### src/rtl/debug_uart_phy.sv
// Byte-level 8N1 UART PHY between the host pins and the debug bus master command stream.
// Optional stop-bit framing check enabled by defining DEBUG_UART_FRAME_CHECK_EN.
module debug_uart_phy #(
  parameter int CLKS_PER_BIT  = 417,
  parameter int TX_FIFO_DEPTH = 4
) (
  input  logic       clk,
  input  logic       rst_n,
  input  logic       i_uart_rx,
  output logic       o_uart_tx,
  output logic [7:0] o_com_data,
  output logic       o_com_strobe,
  input  logic [7:0] i_com_data,
  input  logic       i_com_strobe,
  output logic       o_frame_error,
  output logic       o_tx_overflow,
  output logic       o_tx_busy
);
  localparam int CW = $clog2(CLKS_PER_BIT);
  localparam int AW = $clog2(TX_FIFO_DEPTH);
  localparam int PW = AW + 1;
  localparam logic [CW-1:0] BIT_END  = CW'(CLKS_PER_BIT - 1);
  localparam logic [CW-1:0] HALF_END = CW'(CLKS_PER_BIT / 2 - 1);
  localparam logic [PW-1:0] LAST_IDX = PW'(TX_FIFO_DEPTH - 1);
  localparam logic [PW-1:0] DEPTH_P  = PW'(TX_FIFO_DEPTH);

  typedef enum logic [1:0] {RX_IDLE, RX_START, RX_DATA, RX_STOP} rx_state_e;
  typedef enum logic [1:0] {TX_IDLE, TX_START, TX_DATA, TX_STOP} tx_state_e;

  rx_state_e     rx_state_q, rx_state_d;
  logic [1:0]    rx_sync_q, rx_sync_d;
  logic [CW-1:0] rx_cnt_q, rx_cnt_d;
  logic [2:0]    rx_bit_q, rx_bit_d;
  logic [7:0]    rx_shift_q, rx_shift_d;
  logic [7:0]    com_data_q, com_data_d;
  logic          com_strobe_q, com_strobe_d;
  logic          rxs;
`ifdef DEBUG_UART_FRAME_CHECK_EN
  logic          frame_error_q, frame_error_d;
  logic          rx_break_q, rx_break_d;
`endif

  tx_state_e     tx_state_q, tx_state_d;
  logic [CW-1:0] tx_cnt_q, tx_cnt_d;
  logic [2:0]    tx_bit_q, tx_bit_d;
  logic [7:0]    tx_shift_q, tx_shift_d;
  logic          uart_tx_q, uart_tx_d;
  logic          busy_q, busy_d;
  logic          overflow_q, overflow_d;
  logic [PW-1:0] wr_ptr_q, wr_ptr_d, rd_ptr_q, rd_ptr_d, count_q, count_d;
  logic [7:0]    fifo_mem [TX_FIFO_DEPTH];
  logic          pop, push_ok;
  logic          unused_ptr_msb;

  assign rxs            = rx_sync_q[1];
  assign unused_ptr_msb = wr_ptr_q[PW-1] ^ rd_ptr_q[PW-1];

  // NOTE: every signal gets a default at the top of an always_comb so no path leaves it unassigned (no latch).
  always_comb begin
    rx_sync_d    = {rx_sync_q[0], i_uart_rx};
    rx_state_d   = rx_state_q;
    rx_cnt_d     = rx_cnt_q + CW'(1);
    rx_bit_d     = rx_bit_q;
    rx_shift_d   = rx_shift_q;
    com_data_d   = com_data_q;
    com_strobe_d = 1'b0;
`ifdef DEBUG_UART_FRAME_CHECK_EN
    frame_error_d = 1'b0;
    rx_break_d    = rx_break_q;
`endif
    unique case (rx_state_q)
      RX_IDLE: begin
        rx_cnt_d = '0;
`ifdef DEBUG_UART_FRAME_CHECK_EN
        // After a framing error the line must go high before a new start bit counts.
        if (rx_break_q) begin
          if (rxs) rx_break_d = 1'b0;
        end else
`endif
        if (!rxs) begin
          rx_state_d = RX_START;
          rx_bit_d   = '0;
        end
      end
      RX_START: if (rx_cnt_q == HALF_END) begin
        rx_cnt_d   = '0;
        rx_state_d = rxs ? RX_IDLE : RX_DATA;
      end
      RX_DATA: if (rx_cnt_q == BIT_END) begin
        rx_cnt_d   = '0;
        rx_shift_d = {rxs, rx_shift_q[7:1]};
        rx_bit_d   = rx_bit_q + 3'(1);
        if (rx_bit_q == 3'd7) rx_state_d = RX_STOP;
      end
      RX_STOP: if (rx_cnt_q == BIT_END) begin
        rx_cnt_d   = '0;
        rx_state_d = RX_IDLE;
`ifdef DEBUG_UART_FRAME_CHECK_EN
        if (!rxs) begin
          frame_error_d = 1'b1;
          rx_break_d    = 1'b1;
        end else begin
          com_strobe_d = 1'b1;
          com_data_d   = rx_shift_q;
        end
`else
        com_strobe_d = 1'b1;
        com_data_d   = rx_shift_q;
`endif
      end
      default: rx_state_d = RX_IDLE;
    endcase
  end

  // NOTE: sequential state uses non-blocking assignments so all flops update together at the edge.
  always_ff @(posedge clk) begin
    if (!rst_n) begin
      rx_sync_q    <= 2'b11;
      rx_state_q   <= RX_IDLE;
      rx_cnt_q     <= '0;
      rx_bit_q     <= '0;
      rx_shift_q   <= '0;
      com_data_q   <= '0;
      com_strobe_q <= 1'b0;
    end else begin
      rx_sync_q    <= rx_sync_d;
      rx_state_q   <= rx_state_d;
      rx_cnt_q     <= rx_cnt_d;
      rx_bit_q     <= rx_bit_d;
      rx_shift_q   <= rx_shift_d;
      com_data_q   <= com_data_d;
      com_strobe_q <= com_strobe_d;
    end
  end

`ifdef DEBUG_UART_FRAME_CHECK_EN
  always_ff @(posedge clk) begin
    if (!rst_n) begin
      frame_error_q <= 1'b0;
      rx_break_q    <= 1'b0;
    end else begin
      frame_error_q <= frame_error_d;
      rx_break_q    <= rx_break_d;
    end
  end
  assign o_frame_error = frame_error_q;
`else
  assign o_frame_error = 1'b0;
`endif

  always_comb begin
    pop        = 1'b0;
    tx_state_d = tx_state_q;
    tx_cnt_d   = tx_cnt_q + CW'(1);
    tx_bit_d   = tx_bit_q;
    tx_shift_d = tx_shift_q;
    unique case (tx_state_q)
      TX_IDLE: begin
        tx_cnt_d = '0;
        if (count_q != '0) begin
          pop        = 1'b1;
          tx_shift_d = fifo_mem[rd_ptr_q[AW-1:0]];
          tx_state_d = TX_START;
        end
      end
      TX_START: if (tx_cnt_q == BIT_END) begin
        tx_cnt_d   = '0;
        tx_bit_d   = '0;
        tx_state_d = TX_DATA;
      end
      TX_DATA: if (tx_cnt_q == BIT_END) begin
        tx_cnt_d   = '0;
        tx_shift_d = tx_shift_q >> 1;
        tx_bit_d   = tx_bit_q + 3'(1);
        if (tx_bit_q == 3'd7) tx_state_d = TX_STOP;
      end
      TX_STOP: if (tx_cnt_q == BIT_END) begin
        tx_cnt_d = '0;
        // Chain straight into the next frame when one is queued.
        if (count_q != '0) begin
          pop        = 1'b1;
          tx_shift_d = fifo_mem[rd_ptr_q[AW-1:0]];
          tx_state_d = TX_START;
        end else begin
          tx_state_d = TX_IDLE;
        end
      end
      default: tx_state_d = TX_IDLE;
    endcase

    unique case (tx_state_d)
      TX_START: uart_tx_d = 1'b0;
      TX_DATA:  uart_tx_d = tx_shift_d[0];
      default:  uart_tx_d = 1'b1;
    endcase

    push_ok    = i_com_strobe && ((count_q != DEPTH_P) || pop);
    overflow_d = i_com_strobe && !push_ok;
    wr_ptr_d   = wr_ptr_q;
    rd_ptr_d   = rd_ptr_q;
    count_d    = count_q;
    if (push_ok) wr_ptr_d = (wr_ptr_q == LAST_IDX) ? '0 : wr_ptr_q + PW'(1);
    if (pop)     rd_ptr_d = (rd_ptr_q == LAST_IDX) ? '0 : rd_ptr_q + PW'(1);
    if (push_ok && !pop)      count_d = count_q + PW'(1);
    else if (pop && !push_ok) count_d = count_q - PW'(1);
    busy_d = (count_d != '0) || (tx_state_d != TX_IDLE);
  end

  always_ff @(posedge clk) begin
    if (!rst_n) begin
      tx_state_q <= TX_IDLE;
      tx_cnt_q   <= '0;
      tx_bit_q   <= '0;
      tx_shift_q <= '0;
      uart_tx_q  <= 1'b1;
      busy_q     <= 1'b0;
      overflow_q <= 1'b0;
      wr_ptr_q   <= '0;
      rd_ptr_q   <= '0;
      count_q    <= '0;
    end else begin
      tx_state_q <= tx_state_d;
      tx_cnt_q   <= tx_cnt_d;
      tx_bit_q   <= tx_bit_d;
      tx_shift_q <= tx_shift_d;
      uart_tx_q  <= uart_tx_d;
      busy_q     <= busy_d;
      overflow_q <= overflow_d;
      wr_ptr_q   <= wr_ptr_d;
      rd_ptr_q   <= rd_ptr_d;
      count_q    <= count_d;
    end
  end

  // NOTE: storage is left unreset; the count guarantees no stale entry is ever read.
  always_ff @(posedge clk) begin
    if (push_ok) fifo_mem[wr_ptr_q[AW-1:0]] <= i_com_data;
  end

  assign o_uart_tx     = uart_tx_q;
  assign o_com_data    = com_data_q;
  assign o_com_strobe  = com_strobe_q;
  assign o_tx_overflow = overflow_q;
  assign o_tx_busy     = busy_q;
endmodule

### config.mk
export PLATFORM = sky130hd
export DESIGN_NAME = debug_uart_phy
export DESIGN_NICKNAME = d
export VERILOG_FILES = /design/src/rtl/debug_uart_phy.sv
export SDC_FILE = /design/constraint.sdc
export NUM_CORES = 1
export LEC_CHECK = 0
export ABC_AREA = 1
export CORE_ASPECT_RATIO = 0.5
export CORE_MARGIN = 2
export CORE_UTILIZATION = 58
export DETAILED_ROUTE_END_ITERATION = 6
export PLACE_DENSITY = 0.79
export SLEW_MARGIN = 10
export SYNTH_ARGS = -nofsm -noshare
export SYNTH_HDL_FRONTEND = slang
export SYNTH_SLANG_ARGS = --single-unit
### constraint.sdc
create_clock -name clk -period 3.6 [get_ports clk]
set_input_delay 0.54 -clock clk [delete_from_list [all_inputs] [get_ports clk]]
set_output_delay 0.54 -clock clk [all_outputs]
set_load 0.1 [all_outputs]
=== After elaboration in Yosys (flattened, before gate mapping) ===
Memories as Yosys holds them, arrays and structs flattened. A register that Yosys moved wholly into a read port is not among the register bits.
Cells that the tools add are included.

* Word-level logic and storage cells: 118
* RAM bits: 32
* Output and inout port bits: 13
* Register bits: 67
* Memories kept: 1

{| class="wikitable"
|+ Memory list
! memory !! depth !! bits a word !! rd ports !! clocked after memory_dff !! write ports !! RTL line !! text
|-
| fifo_mem || 4 || 8 || 1 || 1 || 1 || 51 || <nowiki>logic [7:0] fifo_mem [TX_FIFO_DEPTH];</nowiki>
|}

* Eq/ne operators: 24
* Add/subtract/negate cells: 8
* Reductions and logical operators: 25
* Mux-type cells: 42

{| class="wikitable"
|+ Operator list
! cell !! number
|-
| $mux W9 || 3
|-
| $pmux W9 S3 || 1
|-
| $mux W2 || 13
|-
| $mux W3 || 8
|-
| $mux W8 || 3
|-
| $pmux W8 S3 || 1
|-
| $add A9 B1 Y9 const B || 2
|-
| $eq A9 B9 Y1 const B || 2
|-
| $pmux W9 S2 || 1
|-
| $ne A2 B2 Y1 const B || 8
|-
| $pmux W2 S4 || 2
|-
| $add A3 B1 Y3 const B || 5
|-
| $pmux W3 S2 || 2
|-
| $eq A2 B2 Y1 const B || 5
|-
| $eq A9 B8 Y1 const B || 1
|-
| $reduce_and A3 Y1 || 3
|-
| $reduce_bool A3 Y1 || 3
|-
| $eq A2 B1 Y1 const B || 3
|-
| $eq A3 B2 Y1 const B || 2
|-
| $eq A3 B3 Y1 const B || 2
|-
| $mux W1 || 6
|-
| $reduce_and A2 Y1 || 3
|-
| $reduce_bool A2 Y1 || 3
|-
| $reduce_and A5 Y1 || 1
|-
| 9 further kinds || 16
|}

=== Logic depth before layout (Yosys ltp) ===
Gate-level depths: netlist (run 1).

* Depth in word-level cells: 12
* Depth in mapped cells: 14

=== Worst setup path after synthesis (run 1) ===
No wires, ideal clock.

* Path type: register -> register
* From: register tx_state_q[1]
* To: memory fifo_mem[0][0] (enable)
* Data arrival time: 1694 ps
* Data required time: 3229 ps
* Stages on the path, launching flop included: 8
* Path slack: 1535 ps
* Library setup time: 371 ps
* Buffers on the path: 0
* Cells stage by stage: dfxtp_1 -> inv_1 -> ha_1 -> nor2_2 -> nand3_4 -> nand3_2 -> nand2_4 -> nor2_1

* Word-level cells in the longest chain between the ends: 6
* Elaborated cells between the ends (all ways): 7
* Those cells by class: eq/ne: 1; mux: 3; reduce/logical: 3

{| class="wikitable"
|+ Ends and longest elaborated chain
! element !! RTL line !! text
|-
| start, declared || 43 || <nowiki>tx_state_e tx_state_q, tx_state_d;</nowiki>
|-
| start signal, assigned || 222 || <nowiki>tx_state_q <= tx_state_d;</nowiki>
|-
| $eq A2 B2 Y1 / $logic_not A2 Y1 (equally long branches) || 157 || <nowiki>unique case (tx_state_q)</nowiki>
|-
| $pmux W1 S2 * || 157 ||
|-
| $logic_or A1 B1 Y1 * || 197 || <nowiki>push_ok = i_com_strobe && ((count_q != DEPTH_P) || pop);</nowiki>
|-
| $logic_and A1 B1 Y1 * || 197 ||
|-
| $mux W1 * || 237 || <nowiki>if (push_ok) fifo_mem[wr_ptr_q[AW-1:0]] <= i_com_data;</nowiki>
|-
| $mux W1 (not written as such) * || 237 ||
|-
| end, declared || 51 ||
|}

Every way passes the cells marked *; elsewhere a longest branch is shown, timed or not.

=== Final worst setup path (run 1) ===
* From: register tx_state_q[1]
* To: memory fifo_mem[2][1] (enable)

Same word-level chain as after synthesis.

==> results of run 1 <==
==> path summary, 6_finish.rpt <==
path	slack (ns)	from	cells past startpoint	end
hold reg to reg	0.42	rx_sync_q[0]	1	rx_sync_q[1]
setup reg to reg	1.23	tx_state_q[1]	7	fifo_mem[2][1]
hold / removal	0.42	rx_sync_q[0]	1	rx_sync_q[1]
setup / recovery	1.23	tx_state_q[1]	7	fifo_mem[2][1]
==> area by class of cell <==
cell class,count,area [um2]
sequential,101,2340
fill,592,2260
multi-input combinational,343,1900
inverter,70,264
clock buffer,11,253
timing repair buffer,25,245
tap,108,135
clock inverter,5,57.6
==> layout by cell type (no fill, tap or decap), types with 21 or more instances in the layout <==
cell type	instances
nand3_1	21
inv_1	62
nor2_1	68
ha_1	22
edfxtp_1	32
nand2_1	81
clkdlybuf4s50_1	23
o21ai_0	29
dfxtp_1	69
a21oi_1	39
==> state kept, by name, summed over array words and instances (netlist names), named ones only <==
name and cells:
rx_shift_q 8, o_uart_tx 1, count_q 3, tx_state_q 2, rx_bit_q 3, rx_sync_q 2
tx_cnt_q 9, rx_cnt_q 9, o_tx_busy 1, fifo_mem 32, o_com_strobe 1, tx_bit_q 3
rx_state_q 1, o_com_data 8, tx_shift_q 8, wr_ptr_q 3, o_tx_overflow 1, rd_ptr_q 3
==> critical path: stages (launching register included) <==
cell and delay [ns]:
dfxtp_1 0.43, inv_1 0.15, ha_1 0.32, nor2_2 0.22, nand3_4 0.14, nand3_2 0.12
nand2_4 0.08, nor2_1 0.53
==> logic make-up (layout without fill, tap and decap cells) <==
| group | Yosys count | count (layout) | synth area share (%) |
|---|---|---|---|
| XOR/XNOR | 6 | 6 | 1.15 |
| AND/OR/NAND/NOR | 212 | 212 | 22.1 |
| AO/OA/AOI/OAI | 102 | 102 | 12.3 |
| flip-flops | 101 | 101 | 51.4 |
| other | 1 | 1 | 0.0823 |
| buffers and inverters | 81 | 111 | 6.92 |
| adder cells (fa/ha/maj) | 22 | 22 | 6.04 |
==> Yosys cell counts (2+ instances only) <==
cell type and number:
o21ai_2 3, nor2_2 4, nand2_1 81, nand2_2 4, nand3_2 3, nand2_4 4, nand3_1 21, nand4_1 5
o211a_1 2, dfxtp_1 69, nor3b_1 3, inv_1 62, buf_2 4, nor2_1 68, nor3_1 6, a21oi_1 39
edfxtp_1 32, o22ai_1 7, xor2_1 4, ha_1 22, o21ai_0 29, xnor2_1 2, nand4_2 2, nand3b_1 2
or2_2 2, o21ai_1 17, nor2_4 2, inv_2 6, clkbuf_1 5
==> power groups by stage <==
stage                     Sequential (mW)  Clock (mW)  Combinational [mW]
after floorplan                      1.48           0               0.844
after global placement               1.43           0                1.11
after detailed placement             1.43           0                1.13
after CTS                            1.41        1.01                1.14
after global routing                 1.43        1.05                1.28
final                                1.41       0.987                1.14
==> through the flow <==
step           hold WS (ns)  instance area [um2]  setup slack (ns)  util (%)
3_5_place_dp          0.406                 4890              1.26      65.5
6_report              0.416                 5200              1.23      69.7
2_1_floorplan         0.393                 4560              1.53         -
3_3_place_gp          0.395                 4890              1.33      65.5
5_1_grt               0.442                 5200              1.06      69.7
4_1_cts               0.422                 5200              1.22      69.7
==> per-layer routing <==
layer | share of wire [%] | track usage, %
met1 | 48 | 26.8
met3 | 3.0 | 6.83
met5 | 0 | 0
met2 | 48 | 38.6
met4 | 0.81 | 7.07
==> metrics, run 1 <==
number of max-cap violations=0; pwr dens=681 nW/um2; global-route usage over all layers=22.3%; final setup fails=0; largest net degree at the start of global routing=22; Clock Skews=0.00529 ns; leakage dissipation=2.06 nW; Worst-Skew Late Latency=0.34 ns; register area share after synthesis=51.4%; Logic pwr share=32.3%; TritonCTS clock tree=yes; 1st-pass router iterations=4; I/O pins=25; mean cell area of the mapped netlist=8.68 um2; Final Hold Vio Count=0; Overall Power=3.54 mW; ys async rst share=0%; WL per Instance=13.0 um; worst vdd ir=0.335 mV; H-tree lvl count=3; post-CTS setup buffers=0; Startpoint Class=flip-flop; Clock transition at path regs=0.07 ns; vias in the first global route=3257; Seq cells post-synth=101; I/O Buffers=23; most common flop cell mapped by yosys=dfxtp_1; number of synthesis warnings=0; Critical Path Sink Type=flip-flop; Cell variety after synth=44; Clock Root Buffer=clkbuf_16; Critical Path RT=3.58 ns; Placed Instances=647; First DRT Iteration DRCs=199; worst-path maximum fanout=8; first-pass GRT wire length=14.7 mm; Post-Syn Nets=559; post-synthesis cell area=4560 um2; Net Sw Frac=35.8%; Net Sw Power=1.27 mW; total number of vias=3427; post-CTS sizing=0; core area=7460 um2; Power Internal=2.27 mW; Clock power frac=27.9%; n_diodes=0; CTS Sinks=101; sequential power share=39.8%; fin crit share=65.8%; P&R area growth vs syn=14.0%; die area=8620 um2; row count=22; fmax=422 MHz; residual DRC count=0; CTS buffer count=9; share of the synthesized area in the top cell type=30.3%; RSZ-0062 raised after global routing=false; number of synthesized flops with an enable pin=32; largest cells by area after synthesis=dfxtp_1 30%, edfxtp_1 21%, nand2_1 6.7%; # hold bufs at CTS=0; Worst Tran Pin Value=0.979 ns; area leader, netlist=dfxtp_1; Via density=5.17; worst min path class=reg -> reg; final worst path period need=2.37 ns; Die X=129 um; DP Wirelength=6.01 mm; status=finished clean; Max Slew Vio Count=0; setup TNS=0 ns; Starting Density=61.1%; global placer's final weighted congestion=0.865; Detailed Route WL=8.62 mm; WS Path Type=reg -> reg; die height=66.7 um; Cell Count, Final, Fillers Out=663; Final ANT Viol Nets=0; layout cells sized above 1=9.73%; Synth Instances=525; Worst EP arrival=2.35 ns; Nets=584; CTS Buffer Depth=2; total gr overflow=0; initial antenna violation count=0; Slew HR=34.5%
(Power assumes the default switching activity.)
==> run 2: changes to the inputs <==
- clock period: 3.6 -> 2.43 ns (I/O delays scaled with it)
==> run 2 against run 1 <==
Compared with the run above:
- critical path depth rose by 2
- critical endpoint is now fifo_mem[3][2]
- non-clock buffer count rose by 5
- register-to-register slack got worse by 1.0 ns
- clock skew barely moved
- sequential share of layout area fell by 0.29 points
- clock power rose by 62%
- sequential cell count did not move
- via count fell by 0.20%
- hold slack improved by 0.0020 ns
- cell area rose by 0.65%
==> metrics, run 2 (synthesis results as in run 1) <==
largest net degree at the start of global routing=26 (was 22); 1st-pass router iterations=4 (unchanged); Startpoint Class=flip-flop (unchanged); Clock Skews=0.00529 ns (about the same); family with the most delay on the worst path=simple AND/OR/NAND/NOR gates (unchanged); final setup fails=0 (unchanged); # hold bufs at CTS=0 (unchanged); row count=22 (unchanged); residual DRC count=0 (unchanged); final worst path period need=2.24 ns (was 2.37 ns); Final Hold Vio Count=0 (unchanged); CTS Buffer Depth=2 (unchanged); Starting Density=61.1% (unchanged); FF-to-FF Start=tx_state_q[1] (unchanged); status=finished clean (unchanged); leakage dissipation=2.12 nW (was 2.06 nW); setup TNS=0 ns (unchanged); Place WS=0.250 ns (was 1.26 ns); Critical Path RT=2.44 ns (was 3.58 ns); n_diodes=0 (unchanged); Nets=589 (was 584); die area=8620 um2 (unchanged); Via density=5.12 (was 5.17); Worst path most repeated cell=inv_1; post-CTS setup buffers=0 (unchanged); pwr dens=1030 nW/um2 (was 681 nW/um2); CP max stage delay=0.43 ns (was 0.53 ns); Critical Path Sink Type=flip-flop (unchanged); Multi-input gate area=1900 um2 (unchanged); Bufs and invs on worst path=3 (was 1); die height=66.7 um (unchanged); global-route usage over all layers=21.6% (was 22.3%); RSZ-0062 raised after global routing=false (unchanged); total number of vias=3420 (was 3427); I/O pins=25 (unchanged); core area=7460 um2 (unchanged); DP Wirelength=5.88 mm (was 6.01 mm); CTS Sinks=101 (unchanged); CTS buffer count=9 (unchanged); post-CTS sizing=0 (unchanged); First DRT Iteration DRCs=206 (was 199); vias in the first global route=3184 (was 3257); Hold Path Origin=rx_sync_q[0] (unchanged); register area=2340 um2 (unchanged); Crit. Startpoint=tx_state_q[1] (unchanged); fmax=447 MHz (was 422 MHz); number of max-cap violations=0 (unchanged); filler instances=569 (was 592); TritonCTS clock tree=yes (unchanged); Worst EP arrival=2.25 ns (was 2.35 ns); hold_ws=0.418 ns (was 0.416 ns); fin util=70.1% (was 69.7%); crit-path cells=inv_1, ha_1, nor2_2, nand3_4, nand3_2, nand2_4, clkinv_2, nand2_1, inv_1 (was inv_1, ha_1, nor2_2, nand3_4, nand3_2, nand2_4, nor2_1); worst min path class=reg -> reg (unchanged); max FFs per register=32 (unchanged); Overall Power=5.40 mW (was 3.54 mW); Die X=129 um (unchanged); WS Path Type=reg -> reg (unchanged); I/O Buffers=23 (unchanged); layout cells sized above 1=12.3% (was 9.73%); Clock Root Buffer=clkbuf_16 (unchanged); total gr overflow=0 (unchanged); WL per Instance=12.6 um (was 13.0 um); Final ANT Viol Nets=0 (unchanged); commonest non-fill, non-tap cells in the layout=81 x nand2_1, 69 x dfxtp_1, 68 x nor2_1, 62 x inv_1, 39 x a21oi_1 (unchanged); commonest non-fill, non-tap cell in the layout=nand2_1 (unchanged); initial antenna violation count=0 (unchanged); global placer's final weighted congestion=0.811 (was 0.865); H-tree lvl count=3 (unchanged); Detailed Route WL=8.41 mm (was 8.62 mm); P&R area growth vs syn=14.8% (was 14.0%); Worst-Skew Late Latency=0.34 ns (about the same); fin crit share=92.1% (was 65.8%); Max Slew Vio Count=0 (unchanged); worst vdd ir=0.500 mV (was 0.335 mV); Worst path slowest cell=dfxtp_1 (was nor2_1); first-pass GRT wire length=14.2 mm (was 14.7 mm); Clock transition at path regs=0.06 ns (was 0.07 ns); worst-path maximum fanout=8 (unchanged); worst setup margin=0.192 ns (was 1.23 ns)
==> run 2: cell count changes in the layout (fill, tap and decap cells not counted), sizes merged <==
cell | previous run | this run
clkbuf | 11 | 9
clkdlybuf4s50 | 23 | 11
buf | 2 | 19
bufinv | 1 | 3
==> run 2: worst paths after layout <==
check | endpoint | slack (ns) | depth (start not counted)
min | rx_sync_q[1] | 0.42 | 1
max | fifo_mem[3][2] | 0.19 | 9
max reg2reg | fifo_mem[3][2] | 0.19 | 9
min reg2reg | rx_sync_q[1] | 0.42 | 1
==> run 2: where the power goes <==
group | switching [mW] | internal (mW) | leakage (nW) | total, mW
clock | 0.604 | 1.00 | 0.165 | 1.60
sequential | 0.117 | 1.94 | 0.854 | 2.06
combinational | 1.16 | 0.580 | 1.10 | 1.74
total | 1.88 | 3.52 | 2.12 | 5.40
==> run 2: area by class of cell <==
type,instances,share of cell area (%)
Inverter,70,5.05
Clock inverter,7,2.13
Multi-Input combinational cell,343,36.3
Timing Repair Buffer,30,4.83
Clock buffer,9,4.31
Tap cell,108,2.58
Sequential cell,101,44.8
==> run 2: metrics by stage <==
| stage | std cells | cell area, um2 |
|---|---|---|
| final | 668 | 5230 |
| after global routing | 668 | 5230 |
| after CTS | 668 | 5230 |
| after detailed placement | 652 | 4890 |
| after global placement | 652 | 4890 |
| after floorplan | 525 | 4560 |
==> run 2: per-layer routing <==
metal	part of all wire [%]	vias to the layer above	GRT usage (%)
met5	0	-	0
met4	1.0	0	6.52
met3	3.8	8	6.18
met2	47	47	36.4
met1	48	1583	27.2
li1	-	1782	-
==> run 2: worst register-to-register path: stages (launching register included) <==
cell and delay (ns):
dfxtp_1 0.43, inv_1 0.16, ha_1 0.34, nor2_2 0.23, nand3_4 0.14, nand3_2 0.12
nand2_4 0.08, clkinv_2 0.07, nand2_1 0.06, inv_1 0.27
